## src/rtl/lsu_mem_ctrl.sv

```systemverilog
// lsu_mem_ctrl: load/store initiator between the CPU execute stage and a
// 256 x 16-bit data memory. It accepts one request at a time and returns one
// response per request. Byte stores run as a read-modify-write sequence.
// Optional build macro LSU_PERF_CNT_EN adds perf_loads / perf_stores counters.
module lsu_mem_ctrl #(
  parameter int ADDR_W = 16,
  parameter int DATA_W = 16
) (
  input  logic              clk,
  input  logic              rst_n,
  input  logic              req_valid,
  output logic              req_ready,
  input  logic              req_we,
  input  logic              req_byte,
  input  logic              req_sign,
  input  logic [ADDR_W-1:0] req_addr,
  input  logic [DATA_W-1:0] req_wdata,
  output logic              resp_valid,
  output logic              resp_err,
  output logic [DATA_W-1:0] resp_rdata,
  output logic              mem_we,
  output logic [ADDR_W-1:0] mem_addr,
  output logic [DATA_W-1:0] mem_wdata,
  input  logic [DATA_W-1:0] mem_rdata
`ifdef LSU_PERF_CNT_EN
  ,
  output logic [15:0]       perf_loads,
  output logic [15:0]       perf_stores
`endif
);

  localparam int BYTE_W = DATA_W / 2;

  localparam logic [2:0] S_IDLE   = 3'd0;
  localparam logic [2:0] S_READ   = 3'd1;
  localparam logic [2:0] S_WRITE  = 3'd2;
  localparam logic [2:0] S_RMW_RD = 3'd3;
  localparam logic [2:0] S_RMW_WR = 3'd4;
  localparam logic [2:0] S_RESP   = 3'd5;

  logic [2:0]        state_q,      state_d;
  logic              req_ready_q,  req_ready_d;
  logic              resp_valid_q, resp_valid_d;
  logic              resp_err_q,   resp_err_d;
  logic [DATA_W-1:0] resp_rdata_q, resp_rdata_d;
  logic              mem_we_q,     mem_we_d;
  logic [ADDR_W-1:0] mem_addr_q,   mem_addr_d;
  logic [DATA_W-1:0] mem_wdata_q,  mem_wdata_d;
  logic              lane_hi_q,    lane_hi_d;
  logic              byte_q,       byte_d;
  logic              sign_q,       sign_d;
  logic [BYTE_W-1:0] wbyte_q,      wbyte_d;

  // Pick one byte lane out of a word and zero- or sign-extend it.
  function automatic logic [DATA_W-1:0] lane_extract(input logic [DATA_W-1:0] word,
                                                     input logic hi, input logic sgn);
    logic [BYTE_W-1:0] b;
    if (hi) begin
      b = word[DATA_W-1:BYTE_W];
    end else begin
      b = word[BYTE_W-1:0];
    end
    return {{(DATA_W-BYTE_W){sgn & b[BYTE_W-1]}}, b};
  endfunction

  // Replace one byte lane of a word, keeping the other lane intact.
  function automatic logic [DATA_W-1:0] lane_merge(input logic [DATA_W-1:0] word,
                                                   input logic hi, input logic [BYTE_W-1:0] b);
    if (hi) begin
      return {b, word[BYTE_W-1:0]};
    end else begin
      return {word[DATA_W-1:BYTE_W], b};
    end
  endfunction

  // Next-state and next-output logic; every output is registered.
  always_comb begin
    state_d      = state_q;
    req_ready_d  = req_ready_q;
    resp_valid_d = resp_valid_q;
    resp_err_d   = resp_err_q;
    resp_rdata_d = resp_rdata_q;
    mem_we_d     = mem_we_q;
    mem_addr_d   = mem_addr_q;
    mem_wdata_d  = mem_wdata_q;
    lane_hi_d    = lane_hi_q;
    byte_d       = byte_q;
    sign_d       = sign_q;
    wbyte_d      = wbyte_q;
    case (state_q)
      S_IDLE: begin
        if (req_valid) begin
          req_ready_d = 1'b0;
          mem_addr_d  = {1'b0, req_addr[ADDR_W-1:1]};
          lane_hi_d   = req_addr[0];
          byte_d      = req_byte;
          sign_d      = req_sign;
          wbyte_d     = req_wdata[BYTE_W-1:0];
          if (!req_byte && req_addr[0]) begin
            // Misaligned word access: answer immediately, never touch memory.
            state_d      = S_RESP;
            resp_valid_d = 1'b1;
            resp_err_d   = 1'b1;
            resp_rdata_d = {DATA_W{1'b0}};
          end else if (!req_we) begin
            state_d = S_READ;
          end else if (!req_byte) begin
            state_d     = S_WRITE;
            mem_we_d    = 1'b1;
            mem_wdata_d = req_wdata;
          end else begin
            state_d = S_RMW_RD;
          end
        end else begin
          req_ready_d = 1'b1;
        end
      end
      S_READ: begin
        if (byte_q) begin
          resp_rdata_d = lane_extract(mem_rdata, lane_hi_q, sign_q);
        end else begin
          resp_rdata_d = mem_rdata;
        end
        resp_valid_d = 1'b1;
        resp_err_d   = 1'b0;
        state_d      = S_RESP;
      end
      S_WRITE: begin
        mem_we_d     = 1'b0;
        resp_valid_d = 1'b1;
        resp_err_d   = 1'b0;
        resp_rdata_d = {DATA_W{1'b0}};
        state_d      = S_RESP;
      end
      S_RMW_RD: begin
        mem_wdata_d = lane_merge(mem_rdata, lane_hi_q, wbyte_q);
        mem_we_d    = 1'b1;
        state_d     = S_RMW_WR;
      end
      S_RMW_WR: begin
        mem_we_d     = 1'b0;
        resp_valid_d = 1'b1;
        resp_err_d   = 1'b0;
        resp_rdata_d = {DATA_W{1'b0}};
        state_d      = S_RESP;
      end
      S_RESP: begin
        resp_valid_d = 1'b0;
        resp_err_d   = 1'b0;
        resp_rdata_d = {DATA_W{1'b0}};
        req_ready_d  = 1'b1;
        state_d      = S_IDLE;
      end
      default: begin
        state_d      = S_IDLE;
        req_ready_d  = 1'b1;
        resp_valid_d = 1'b0;
        resp_err_d   = 1'b0;
        mem_we_d     = 1'b0;
      end
    endcase
  end

  // State and output registers; reset aborts any operation at once.
  always_ff @(posedge clk or negedge rst_n) begin
    if (!rst_n) begin
      state_q      <= S_IDLE;
      req_ready_q  <= 1'b1;
      resp_valid_q <= 1'b0;
      resp_err_q   <= 1'b0;
      resp_rdata_q <= {DATA_W{1'b0}};
      mem_we_q     <= 1'b0;
      mem_addr_q   <= {ADDR_W{1'b0}};
      mem_wdata_q  <= {DATA_W{1'b0}};
      lane_hi_q    <= 1'b0;
      byte_q       <= 1'b0;
      sign_q       <= 1'b0;
      wbyte_q      <= {BYTE_W{1'b0}};
    end else begin
      state_q      <= state_d;
      req_ready_q  <= req_ready_d;
      resp_valid_q <= resp_valid_d;
      resp_err_q   <= resp_err_d;
      resp_rdata_q <= resp_rdata_d;
      mem_we_q     <= mem_we_d;
      mem_addr_q   <= mem_addr_d;
      mem_wdata_q  <= mem_wdata_d;
      lane_hi_q    <= lane_hi_d;
      byte_q       <= byte_d;
      sign_q       <= sign_d;
      wbyte_q      <= wbyte_d;
    end
  end

  assign req_ready  = req_ready_q;
  assign resp_valid = resp_valid_q;
  assign resp_err   = resp_err_q;
  assign resp_rdata = resp_rdata_q;
  assign mem_we     = mem_we_q;
  assign mem_addr   = mem_addr_q;
  assign mem_wdata  = mem_wdata_q;

`ifdef LSU_PERF_CNT_EN
  logic        we_q;
  logic [15:0] perf_loads_q;
  logic [15:0] perf_stores_q;

  // Remember the access direction so the response can be classified.
  always_ff @(posedge clk or negedge rst_n) begin
    if (!rst_n) begin
      we_q <= 1'b0;
    end else if (state_q == S_IDLE && req_valid) begin
      we_q <= req_we;
    end else begin
      we_q <= we_q;
    end
  end

  // Count successful responses; wrap naturally at 16 bits.
  always_ff @(posedge clk or negedge rst_n) begin
    if (!rst_n) begin
      perf_loads_q  <= 16'd0;
      perf_stores_q <= 16'd0;
    end else if (state_q == S_RESP && !resp_err_q) begin
      if (we_q) begin
        perf_stores_q <= perf_stores_q + 16'd1;
      end else begin
        perf_loads_q <= perf_loads_q + 16'd1;
      end
    end else begin
      perf_loads_q  <= perf_loads_q;
      perf_stores_q <= perf_stores_q;
    end
  end

  assign perf_loads  = perf_loads_q;
  assign perf_stores = perf_stores_q;
`endif

endmodule

```

## config.mk

```make
export PLATFORM = sky130hd
export DESIGN_NAME = lsu_mem_ctrl
export DESIGN_NICKNAME = d
export VERILOG_FILES = /design/src/rtl/lsu_mem_ctrl.sv
export SDC_FILE = /design/constraint.sdc
export NUM_CORES = 1
export LEC_CHECK = 0
export CORE_UTILIZATION = 49
export CTS_CLUSTER_DIAMETER = 40
export DETAILED_ROUTE_END_ITERATION = 6
export PLACE_DENSITY = 0.86
export SLEW_MARGIN = 20
export SYNTH_ARGS = -nofsm -noshare
export SYNTH_HDL_FRONTEND = slang
export SYNTH_SLANG_ARGS = --single-unit
```

## constraint.sdc

```tcl
create_clock -name clk -period 4.6 [get_ports clk]
set_clock_uncertainty 0.05 [all_clocks]
set_input_delay 0.92 -clock clk [delete_from_list [all_inputs] [get_ports clk]]
set_output_delay 0.92 -clock clk [all_outputs]
set_load 0.03 [all_outputs]
```

* After elaboration in Yosys (flattened, before gate mapping)
Cells that the tools add are included.
** Word-level totals
- Bits in registers :: 65
- Word-level logic and storage cells :: 68
- Output and inout port bits :: 52
** Operators by class
- Multiplexer cells :: 29
- Reductions and logical operators :: 14
- Bitwise logic cells :: 3
- Equal/unequal tests :: 10
** Operators with widths (number)
- 16-bit two-way mux :: 8
- 16-bit one-hot mux with 3 select lines :: 1
- 16-bit one-hot mux with 2 select lines :: 1
- 8-bit two-way mux :: 3
- 2-bit inequality test (second input constant) :: 5
- 5-bit AND reduction :: 2
- 3-bit one-hot mux with 3 select lines :: 1
- 1-bit two-way mux :: 8
- 3-bit by 2-bit == test with 1-bit output (second input constant) :: 2
- 3-bit == test (second input constant) :: 2
- 3-bit two-way mux :: 2
- 1-bit one-hot mux with 3 select lines :: 2
- 3-bit AND reduction :: 2
- 3-bit OR reduction :: 2
- 1-bit one-hot mux with 2 select lines :: 2
- 4-bit OR reduction :: 1
- 3-bit by 1-bit == test with 1-bit output (second input constant) :: 1
- 3-bit logical NOT :: 1
- 3-bit nonzero test :: 1
- 2-bit two-way mux :: 1
- 1-bit inverter :: 2
- 2-bit AND reduction :: 1
- 2-bit nonzero test :: 1
- 2-bit OR reduction :: 1
- other kinds (3) :: 3

* Longest topological paths before layout
Gate-level depths: netlist (run 1).
- Depth in word-level cells :: 6
- Mapped depth :: 5

* Worst setup path before layout (run 1)
No wires, ideal clock.
- Kind :: input port to flip-flop
- From :: input req_byte
- To :: register mem_wdata_q[10] (netlist: mem_wdata[10])
- Stages :: 4
- Buffers on the path :: 1
- Data required time :: 4485 ps
- Slack :: 2615 ps
- Arrival time :: 1870 ps
- Path through :: nand4bb_1 a211oi_4 buf_4 o221a_2
** Between the ends
- Word-level cells in the longest chain between the ends :: 4
** Ends and longest elaborated chain
- start, declared :: line 14 : input logic req_byte,
- 1-bit logical NOT
- 1-bit logical AND :: line 99 : if (!req_byte && req_addr[0]) begin
- 2-bit inequality test (no line)
- 5-bit AND reduction (no line) *
- end signal, assigned :: line 174 : mem_wdata_q <= {DATA_W{1'b0}};
- end signal, assigned :: line 187 : mem_wdata_q <= mem_wdata_d;
- end, declared :: line 48 : logic [DATA_W-1:0] mem_wdata_q, mem_wdata_d;
Every way passes the cells marked *; elsewhere a longest branch is shown, timed or not.
A chain may end at the register's enable or synchronous reset.

* Worst setup path in the final report (run 1)
- From :: register req_ready_q (netlist: req_ready)
- To :: output req_ready
** RTL lines
- start, declared :: line 42 : logic req_ready_q, req_ready_d;
- start signal, assigned :: line 181 : req_ready_q <= req_ready_d;
- end, declared :: line 12 : output logic req_ready,
No word-level cell between the ends.

==> results_dict.tcl, run 1 <==
set metrics [dict create \
    cts_buffer_depth 2 \
    antenna_cells 0 \
    cts_root_buf "clkbuf_8" \
    tightest_slew_ps 1000 \
    vias 2248 \
    antenna_found_initial 0 \
    drive_above_1_share_pct 21.0 \
    clk_pin_slew_ps 70 \
    max_stage_delay_ps 680 \
    ys_warn_count 0 \
    cts.htree.levels 3 \
    synth-edff-count 0 \
    via_per_inst 5.50 \
    grt_usage_pct 24.5 \
    finalSetupViolCount 0 \
    slew_viol_final 0 \
    firstDrtPassIters 4 \
    mostFrequentLayoutCells "103 x clkdlybuf4s50_1, 64 x dfrtp_1, 27 x mux2_2" \
    syn_nets 283 \
    status "completed" \
    clkLatencyLatePin_ps 330 \
    cellPowerDensity_mw_per_mm2 705 \
    synth_area_mm2 0.00303 \
    path_class "reg -> out" \
    crit_path_cell_trace "clkdlybuf4s50_1" \
    wl_per_cell_um 18.3 \
    relSlewSlack_pct 33.3 \
    rows 28 \
    cts_hold_buffers 0 \
    core_mm2 0.00596 \
    final_common_cell "clkdlybuf4s50_1" \
    post_dp_cell_area_mm2 0.00405 \
    drtIter0Drc 166 \
    worst_setup_path_end_kind "output port" \
    timing.final.crit_share_pct 54.9 \
    hold_violations 0 \
    peakVddDrop_mv 0.411 \
    routed.top_layer "met4" \
    drc_errors 0 \
    cts_sinks 65 \
    met1_length_um 3080 \
    fp.dieH_um 80.6 \
    numPortBuffers 104 \
    ys_seq_elements 65 \
    period_minus_slack_ps 2520 \
    async_reset_ff_share_pct 100 \
    crit_required_ps 3630 \
    cp_num_buf_inv 1 \
    syn_avg_cell_area_um2 13.2 \
    hold_path_class "reg -> reg" \
    syn_inst 229 \
    ys_seq_area_share_pct 53.7 \
    syn_to_final_growth_pct 39.0 \
    cts_tree "built" \
    post-cts-setup-buffer-count 0 \
    cts_resized 0 \
    p_leak_nw 1.74 \
    num_io_pins 106 \
    gp_congestion 0.788 \
    crit_path_start_kind "register" \
    synthFlopType "dfrtp_1" \
    detail-route-antenna-nets 0 \
    die_area_mm2 0.00650 \
    fin_area_mm2 0.00421 \
    setup_tns_ps 0 \
    wl_met3_um 370 \
    path_max_fanout 3 \
    overflow 0 \
    cp_top_family "buffers and inverters" \
    slowest_stage "clkdlybuf4s50_1" \
    rsz0062_at_grt "false" \
    grt_pass1_vias 2348 \
    fmax_mhz 396 \
    cts_buffers 9 \
    hpwl_um 5330 \
    critical_path_arrival_ps 1550 \
    drt-total-wl_um 7470 \
    routed-wl-met2_um 3830 \
    ys_types 39 \
    cap_violations 0 \
    final_nets 384 \
    fillCellCount 446 \
    die_w_um 80.6 \
    grt_max_degree 46 \
    grt_pass1_wl_um 11700 \
    initial_core_util_pct 50.9 \
]
-- through the flow --
stage,utilization [%],hold slack [ps],worst slack [ps],std cells,power [mW]
finish,70.7,449,2080,409,2.97
floorplan,-,431,2620,229,2.01
global placement,68.0,423,1860,394,2.53
detailed placement,68.0,426,1770,394,2.58
global route,70.7,467,2030,409,3.12
CTS,70.7,445,2060,409,2.98
-- final timing paths --
| kind | startpoint | end | slack (ps) | depth (start not counted) |
|---|---|---|---|---|
| worst max register to register | lane_hi_q | resp_rdata[4] | 2430 | 3 |
| worst min-delay path | resp_rdata[1] | resp_rdata[1] | 450 | 1 |
| worst max-delay path | req_ready | req_ready | 2080 | 1 |
| worst min register to register | resp_rdata[1] | resp_rdata[1] | 450 | 1 |
| max in group asynchronous | rst_n | mem_addr[0] | 3270 | 2 |
| min in group asynchronous | rst_n | mem_addr[11] | 520 | 1 |
-- Yosys cell counts, types with 2 or more instances --
cell       count  area share (%)
buf_6          4             1.5
buf_4          2            0.50
o2bb2ai_1     14             4.0
nor3_1         2            0.33
mux2i_1       26             8.6
buf_2          3            0.50
nor2_1        10             1.2
nor2b_1        4            0.83
o21ai_0        5            0.83
dfrtp_1       64              53
mux2_2        27              10
and3_1         2            0.41
clkbuf_1       4            0.50
a21oi_1        2            0.33
nand2_1       19             2.4
nand2b_1       2            0.41
o221a_2       16             5.9
clkbuf_8       2            0.91
-- where the power goes --
part / total [mW] / internal [mW] / switching, mW
logic: 1.49 / 0.709 / 0.779
clock network: 0.405 / 0.189 / 0.216
registers: 1.08 / 0.833 / 0.243
-- registers in the layout, indices dropped and copies added (netlist names) --
| signal | count |
|---|---|
| byte_q | 1 |
| mem_wdata | 16 |
| mem_we | 1 |
| lane_hi_q | 1 |
| sign_q | 1 |
| req_ready | 1 |
| resp_valid | 1 |
| wbyte_q | 8 |
| state_q | 3 |
| mem_addr | 15 |
| resp_err | 1 |
| resp_rdata | 16 |
-- cells by family (layout without fill, tap and decap cells) --
group                  Yosys count  after routing  synth area share [%]
AND/OR/NAND/NOR                 49             49                  9.17
XOR/XNOR                         1              1                 0.289
multiplexers                    53             53                  18.6
flip-flops                      65             65                  53.7
AO/OA/AOI/OAI                   44             44                  14.0
buffers and inverters           16            121                  4.01
other                            1              1                 0.124
-- cell type report --
cell class / instances / area, um^2 / area share [%]
Clock buffer: 9 / 124 / 2.94
Clock inverter: 6 / 36.3 / 0.862
Inverter: 1 / 3.75 / 0.0891
Multi-Input combinational cell: 148 / 1280 / 30.4
Sequential cell: 65 / 1630 / 38.7
Tap cell: 75 / 93.8 / 2.23
Timing Repair Buffer: 105 / 1050 / 24.8
-- layer usage --
layer	track usage, %	vias up
li1	-	1054
met2	40.8	75
met5	0	-
met4	11.6	0
met1	29.7	1103
met3	5.68	16
Note: power is estimated with default switching activity, not from simulation.
==> run 2: changes to the inputs <==
--- a/config.mk
+++ b/config.mk
@@ -5,10 +5,10 @@
 export SDC_FILE = /design/constraint.sdc
 export NUM_CORES = 1
 export LEC_CHECK = 0
-export CORE_UTILIZATION = 49
+export CORE_UTILIZATION = 45
 export CTS_CLUSTER_DIAMETER = 40
 export DETAILED_ROUTE_END_ITERATION = 6
-export PLACE_DENSITY = 0.86
+export PLACE_DENSITY = 0.8
 export SLEW_MARGIN = 20
 export SYNTH_ARGS = -nofsm -noshare
 export SYNTH_HDL_FRONTEND = slang
==> constraint.sdc (replaced) <==
create_clock -name clk -period 2.6 [get_ports clk]
set_clock_uncertainty 0.05 [all_clocks]
set_input_delay 0.52 -clock clk [delete_from_list [all_inputs] [get_ports clk]]
set_output_delay 0.52 -clock clk [all_outputs]
set_load 0.03 [all_outputs]
==> run 2 against run 1 <==
  * The run now ends with design-rule violations left
  * Critical path depth unchanged
  * Combinational power up 79%
  * Hold slack worse by 320 ps
  * Clock power up 110%
  * Critical path type unchanged
  * First-iteration DRC count down 7.8%
  * Total power up 82%
  * Sequential cell count unchanged
==> results_dict.tcl, run 2 (synthesized netlist as in run 1, its figures left out) <==
set metrics [dict create \
    status "finished, violations left" \
    violations "design-rule violations" \
    final_nets 386 \
    drtIter0Drc 153 \
    hold_path_class "in -> async" \
    grt_pass1_wl_um 11900 \
    finalSetupViolCount 0 \
    switchingPower_mw 2.19 \
    drc_errors 7 \
    cp_num_buf_inv 1 \
    wl_per_cell_um 17.6 \
    cts_hold_buffers 0 \
    path_max_fanout 3 \
    core_mm2 0.00642 \
    ff2ff_path_depth 3 \
    clkLatencyLatePin_ps 340 \
    vias 2273 \
    hold_violations 0 \
    p_clk_share_pct 15.9 \
    initial_core_util_pct 47.2 \
    cts_resized 0 \
    clk_pin_slew_ps 80 \
    die_area_mm2 0.00706 \
    cellPowerDensity_mw_per_mm2 1260 \
    p_leak_nw 1.76 \
    rsz0062_at_grt "false" \
    worst_setup_path_end_kind "output port" \
    r2r_end "mem_addr[10]" \
    grt_usage_pct 22.2 \
    cap_violations 0 \
    max_stage_delay_ps 670 \
    crit_required_ps 2030 \
    slowest_stage "clkdlybuf4s50_1" \
    fp.dieH_um 84.0 \
    period_minus_slack_ps 2130 \
    via_per_inst 5.49 \
    final_common_cell "clkdlybuf4s50_1" \
    syn_to_final_growth_pct 41.1 \
    whs_ps 124 \
    drive_above_1_share_pct 21.4 \
    num_io_pins 106 \
    p_sw_share_pct 40.5 \
    peakVddDrop_mv 0.898 \
    internal_power_mw 3.21 \
    antenna_cells 0 \
    timing.final.crit_share_pct 81.9 \
    crit_path_start_kind "register" \
    numPortBuffers 104 \
    mostFrequentLayoutCells "103 x clkdlybuf4s50_1, 64 x dfrtp_1, 27 x mux2_2" \
    cts_buffer_depth 2 \
    p_comb_share_pct 49.4 \
    grt_pass1_vias 2351 \
    fmax_mhz 470 \
    overflow 0 \
    crit_path_cell_trace "clkdlybuf4s50_1" \
    grt_max_degree 66 \
    utilization_pct 66.6 \
    slew_viol_final 0 \
    drt-total-wl_um 7280 \
    firstDrtPassIters 6 \
    cp_top_family "buffers and inverters" \
    seqPwrFrac_pct 34.7 \
    cts_tree "built" \
    worst-r2r-setup-slack_ps 590 \
    post-cts-setup-buffer-count 0 \
    cts_buffers 9 \
    detail-route-antenna-nets 0 \
    rows 29 \
    rr_startpoint "state_q[1]" \
    relSlewSlack_pct 52.0 \
    gp_congestion 0.785 \
    cts_sinks 65 \
    cts_root_buf "clkbuf_8" \
    die_w_um 84.0 \
    setup_tns_ps 0 \
    hpwl_um 5070 \
    antenna_found_initial 0 \
    cts.htree.levels 3 \
    path_class "reg -> out" \
    critical_path_arrival_ps 1560 \
    tightest_slew_ps 720 \
]
-- run 2: cell count changes in the layout (fill, tap and decap cells not counted), sizes merged --
cell      delta
clkbuf       +2
clkinv       -3
buf          +2
bufinv       +1
clkinvlp     +1
-- run 2: worst max path at each step --
stage                startpoint       endpoint  slack, ps  cells past startpoint
floorplan            state_q[0]         byte_q        860                      5
global placement    req_addr[0]  mem_wdata[12]        340                      4
detailed placement  req_addr[0]   mem_wdata[8]        310                      4
CTS                   req_ready      req_ready        440                      1
global route          req_ready      req_ready        440                      1
finish                req_ready      req_ready        470                      1
-- run 2: power by group through the flow --
stage,Clock (mW),Sequential [mW],Combinational [mW]
after floorplan,0,2.44,1.11
after global placement,0,1.86,2.63
after detailed placement,0,1.88,2.68
after CTS,0.874,1.87,2.69
after global routing,0.916,1.95,2.81
final,0.856,1.87,2.66
-- run 2: cell type report --
cell class	instances	area [um^2]
Clock buffer	11	141
Clock inverter	5	55.1
Fill cell	508	2150
Inverter	1	3.75
Multi-Input combinational cell	148	1280
Sequential cell	65	1630
Tap cell	77	96.3
Timing Repair Buffer	107	1070
-- run 2: layer usage --
layer | up-vias | global-route usage (%) | routed length, um
met4 | 0 | 9.09 | 153
li1 | 1052 | - | -
met5 | - | 0 | 0
met2 | 80 | 36.4 | 3550
met1 | 1127 | 27.3 | 3110
met3 | 14 | 6.73 | 465
-- run 2: stage by stage --
| step | setup WS, ps | total power [mW] | std cells | area, um^2 |
|---|---|---|---|---|
| 3_5_place_dp | 307 | 4.56 | 398 | 4080 |
| 5_1_grt | 436 | 5.67 | 414 | 4280 |
| 2_1_floorplan | 859 | 3.55 | 229 | 3030 |
| 6_report | 470 | 5.39 | 414 | 4280 |
| 4_1_cts | 443 | 5.44 | 414 | 4280 |
| 3_3_place_gp | 342 | 4.49 | 398 | 4080 |
